==> src/rtl/pipeline_ctrl.sv <==
// Pipeline hazard and data-memory stall controller: load-use and branch hazards, memory-wait
// stalls with a timeout abort, and a saturating stall-cycle counter.
module pipeline_ctrl #(
   parameter logic [7:0]  TIMEOUT = 8'd255,
   parameter int unsigned CNT_W   = 16
) (
   input  logic             clk,
   input  logic             rst,
   input  logic [4:0]       ID_rs1,
   input  logic [4:0]       ID_rs2,
   input  logic [4:0]       ID_EX_rd,
   input  logic             ID_EX_memread,
   input  logic             EX_pc_src,
   input  logic             dmem_req,
   input  logic             dmem_ack,
   output logic             stallF,
   output logic             stallD,
   output logic             stallE,
   output logic             stallM,
   output logic             flushD,
   output logic             flushE,
   output logic             flushW,
   output logic             mem_abort,
   output logic             mem_err,
   output logic [CNT_W-1:0] stall_cnt
);

   typedef enum logic [0:0] {StRun, StMwait} state_e;

   state_e           state_q, state_d;
   logic [7:0]       wait_cnt_q, wait_cnt_d;
   logic             mem_err_q, mem_err_d;
   logic [CNT_W-1:0] stall_cnt_q, stall_cnt_d;

   logic lu, ms, tmo;

   assign lu = ID_EX_memread && (ID_EX_rd != 5'd0) &&
               ((ID_EX_rd == ID_rs1) || (ID_EX_rd == ID_rs2));

   always_comb begin
      ms  = 1'b0;
      tmo = 1'b0;
      if (state_q == StRun) begin
         ms = dmem_req && !dmem_ack;
      end else begin
         ms  = !dmem_ack && (wait_cnt_q != TIMEOUT);
         tmo = !dmem_ack && (wait_cnt_q == TIMEOUT);
      end
   end

   // Outputs are Mealy, but held low for as long as reset is asserted.
   always_comb begin
      stallF    = 1'b0;
      stallD    = 1'b0;
      stallE    = 1'b0;
      stallM    = 1'b0;
      flushD    = 1'b0;
      flushE    = 1'b0;
      flushW    = 1'b0;
      mem_abort = 1'b0;
      if (rst) begin
         if (ms) begin
            stallF = 1'b1;
            stallD = 1'b1;
            stallE = 1'b1;
            stallM = 1'b1;
            flushW = 1'b1;
         end else if (tmo) begin
            // Abandoned access: bubble MEM_WB; a taken branch still squashes the front end.
            flushW    = 1'b1;
            mem_abort = 1'b1;
            flushD    = EX_pc_src;
            flushE    = EX_pc_src;
         end else if (EX_pc_src) begin
            flushD = 1'b1;
            flushE = 1'b1;
         end else if (lu) begin
            stallF = 1'b1;
            stallD = 1'b1;
            flushE = 1'b1;
         end
      end
   end

   always_comb begin
      state_d     = state_q;
      wait_cnt_d  = wait_cnt_q;
      mem_err_d   = mem_err_q;
      stall_cnt_d = stall_cnt_q;
      unique case (state_q)
         StRun: begin
            if (dmem_req && !dmem_ack) begin
               state_d    = StMwait;
               wait_cnt_d = 8'd1;
            end
         end
         StMwait: begin
            if (dmem_ack) begin
               state_d    = StRun;
               wait_cnt_d = 8'd0;
            end else if (wait_cnt_q == TIMEOUT) begin
               state_d    = StRun;
               wait_cnt_d = 8'd0;
               mem_err_d  = 1'b1;
            end else begin
               wait_cnt_d = wait_cnt_q + 8'd1;
            end
         end
         default: state_d = StRun;
      endcase
      if (stallF && (stall_cnt_q != {CNT_W{1'b1}})) begin
         stall_cnt_d = stall_cnt_q + CNT_W'(1);
      end
   end

   always_ff @(posedge clk or negedge rst) begin
      if (!rst) begin
         state_q     <= StRun;
         wait_cnt_q  <= 8'd0;
         mem_err_q   <= 1'b0;
         stall_cnt_q <= '0;
      end else begin
         state_q     <= state_d;
         wait_cnt_q  <= wait_cnt_d;
         mem_err_q   <= mem_err_d;
         stall_cnt_q <= stall_cnt_d;
      end
   end

   assign mem_err   = mem_err_q;
   assign stall_cnt = stall_cnt_q;

endmodule

==> config.mk <==
export PLATFORM = sky130hd
export DESIGN_NAME = pipeline_ctrl
export DESIGN_NICKNAME = d
export VERILOG_FILES = /design/src/rtl/pipeline_ctrl.sv
export SDC_FILE = /design/constraint.sdc
export NUM_CORES = 1
export LEC_CHECK = 0
export ABC_CLOCK_PERIOD_IN_PS = 6600
export CAP_MARGIN = 20
export CORE_UTILIZATION = 50
export DETAILED_ROUTE_END_ITERATION = 8
export PLACE_DENSITY = 0.86
export SYNTH_ARGS = -nofsm -noshare
export SYNTH_HDL_FRONTEND = slang
export SYNTH_SLANG_ARGS = --single-unit
==> constraint.sdc <==
create_clock -name clk -period 6.6 [get_ports clk]
set_clock_uncertainty 0.2 [all_clocks]
set_input_delay 1.32 -clock clk [delete_from_list [all_inputs] [get_ports clk]]
set_output_delay 1.32 -clock clk [all_outputs]
set_load 0.1 [all_outputs]
==> flow_summary.yaml <==
pwr:
  powerDensity_mw_per_mm2: 270
  leakagePower_nw: 0.826
  peakVddDrop_uv: 379
  design_power_total_mw: 0.522
sta:
  fin_ws_ns: 1.95
  worst_slew_pin_slew_ns: 0.981
  setup_viol: 0
  rsz0062_at_grt: "false"
  finalCritPeriodShare: 0.704
  finalHoldViolations: 0
  maxSlewHeadroom: 0.344
  drv_slew: 0
  fmax_mhz: 215
  totalNegativeSetupSlack_ns: 0
  fin_crit_ns: 4.65
floorplan:
  coreArea_sq_mm: 0.00278
  num_io_pins: 46
  initial_core_util: 0.534
  rows: 19
  die_height_um: 56.5
  die_x_um: 56.5
  dieArea_sq_mm: 0.00319
placed_design:
  gp_congestion: 0.802
  hpwl_um: 2490
  pre_cts_ws_ns: 1.96
  io_buffers: 45
clocking:
  tritoncts: "yes"
  clockRootBuffer: "clkbuf_4"
  clock_latency_ns: 0.33
  cts_htree_levels: 1
  clkTransAtPathRegs_ns: 0.14
  clock_path_buffers: 2
  cts_setup_buffers: 0
  cts_made_buffers: 3
  cts-resized-gates: 0
  holdBufCountCts: 0
  clkSinkCount: 26
global_route:
  grt_pass1_vias: 1215
  grt_pass1_wl_um: 5440
  grt_overflow_total: 0
  track_usage: 0.216
  antenna_found_initial: 0
  grt_max_degree: 30
yosys:
  synthDistinctLibCells: 35
  yosys.area.top_type: "dfrtp_1"
  ys_seq_area_frac: 0.438
  yosys_warnings: 0
  synth_top_area_share: 0.438
  ys.flop_type: "dfrtp_1"
  ys_top_cells_by_count: "26 x dfrtp_1, 24 x xnor2_1, 12 x nand3_1, 10 x nor2_1"
  synthesis.area_sq_mm: 0.00149
  yosys_register_bits: 26
  postSynthAreaPerCell_sq_um: 9.71
  async_flop_share: 1.00
  yosysMostFrequentCell: "dfrtp_1"
  syn_nets: 176
  synth_cells: 153
  synth_edf_count: 0
  synth.area.top_cells: "dfrtp_1 44%, xnor2_1 14%, nand3_1 4.0%"
min_path:
  hold_depth: 1
  hold_start: "stall_cnt[13]$_DFFE_PN0P_"
  worst_hold_path.endpoint: "stall_cnt[13]$_DFFE_PN0P_"
  min-delay-path-class: "reg -> reg"
setup_path:
  startpoint_type: "primary input"
  reg2reg_from: "wait_cnt_q[0]$_DFFE_PN0P_"
  cp_max_fo: 8
  timing.rr.end: "stall_cnt[1]$_DFFE_PN0P_"
  regToRegSetupSlack_ns: 4.01
  critPathKind: "in -> out"
  crit_arrival_ns: 3.13
  cp-end-kind: "output port"
  worstPathRequired_ns: 5.08
  reg2regPathDepth: 7
cells_and_area:
  fill_cells: 210
  num-nets-final: 222
  antennaDiodeCount: 0
  drive_gt1_frac: 0.0960
  fin_util: 0.695
  area_growth_pct: 30.1
detailed_routing:
  first_pass_iters: 4
  drcViolationCount: 0
  drt_iter0_markers: 23
  drt-wirelength-per-cell_um: 14.4
  num_vias: 1266
  via_per_inst: 5.53
  routed_wl_um: 3290
  final_antenna_net_count: 0
flow_run:
  cap_violations: 0
status:
  status: "complete, no violations"
## where the power goes
group / switching (mW) / total (mW) / leakage, nW / internal (mW)
combinational: 0.167 / 0.230 / 0.454 / 0.0625
clock: 0.0494 / 0.0833 / 0.0210 / 0.0338
sequential: 0.0323 / 0.209 / 0.351 / 0.177
total: 0.249 / 0.522 / 0.826 / 0.273
## sequential cells by signal, summed over array words and instances, names as in the netlist
| register | count |
|---|---|
| mem_err | 1 |
| stall_cnt | 16 |
| state_q | 1 |
| wait_cnt_q | 8 |
## routing by layer
metal  wire length [um]  GRT usage  vias up
met3                180     0.0300        3
li1                   -          -      623
met2               1670      0.371       40
met1               1400      0.282      600
met4                 38     0.0662        0
met5                  0          0        -
## stage by stage
| stage | instances | hold WS (ns) | area (sq um) |
|---|---|---|---|
| after global routing | 229 | 0.311 | 1930 |
| after detailed placement | 225 | 0.266 | 1900 |
| after global placement | 225 | 0.263 | 1900 |
| after floorplan | 153 | 0.250 | 1490 |
| final | 229 | 0.300 | 1930 |
| after CTS | 229 | 0.300 | 1930 |
## worst max path at each step
stage	slack, ns	from	to
6_report	1.95	dmem_ack	stallF
3_5_place_dp	1.96	ID_EX_rd[1]	stallF
4_1_cts	1.96	ID_EX_rd[1]	stallF
2_1_floorplan	0.80	dmem_ack	stallF
3_3_place_gp	1.98	ID_EX_rd[1]	stallF
5_1_grt	1.85	ID_EX_rd[1]	stallD
## area by class of cell
class / instances / area (sq um) / share of cell area
repair buffers: 46 / 438 / 0.227
flip-flops and latches: 26 / 651 / 0.337
well taps: 31 / 38.8 / 0.0201
multi-input cells: 113 / 734 / 0.380
clock buffers: 4 / 36.3 / 0.0188
inverters: 9 / 33.8 / 0.0175
## critical path, stage by stage
cell and delay, ns:
clkdlybuf4s50_1 0.45, nand2b_1 0.30, nor3_1 0.34, nor2_1 0.12, a41oi_2 0.24, inv_1 0.11
buf_4 0.24
## cells by family after synthesis
family / after synthesis / share of synthesized area
buffers and inverters: 14 / 0.0674
multiplexers: 1 / 0.00758
AO/OA/AOI/OAI: 26 / 0.113
AND/OR/NAND/NOR: 59 / 0.210
adder cells (fa/ha/maj): 2 / 0.0168
XOR/XNOR: 25 / 0.147
flip-flops: 26 / 0.438
## layout by cell type, fill, tap and decap left out, types with 2 or more instances in the layout
cell             Yosys  layout
nor2b_1              3       3
inv_1                9       9
a31oi_1              2       2
nor2_1              10      10
xnor2_1             24      24
nand2_1              9       9
ha_1                 2       2
buf_4                3       9
and3_1               7       7
o31ai_1              2       2
o21ai_0              9       9
nor3_1               2       2
nand4_1              9       9
clkbuf_4             0       3
nand3_1             12      12
clkdlybuf4s50_1      0      37
dfrtp_1             26      26
o22ai_1              2       2
a21oi_1              4       4
No activity file was read; power rests on OpenSTA's default activity.
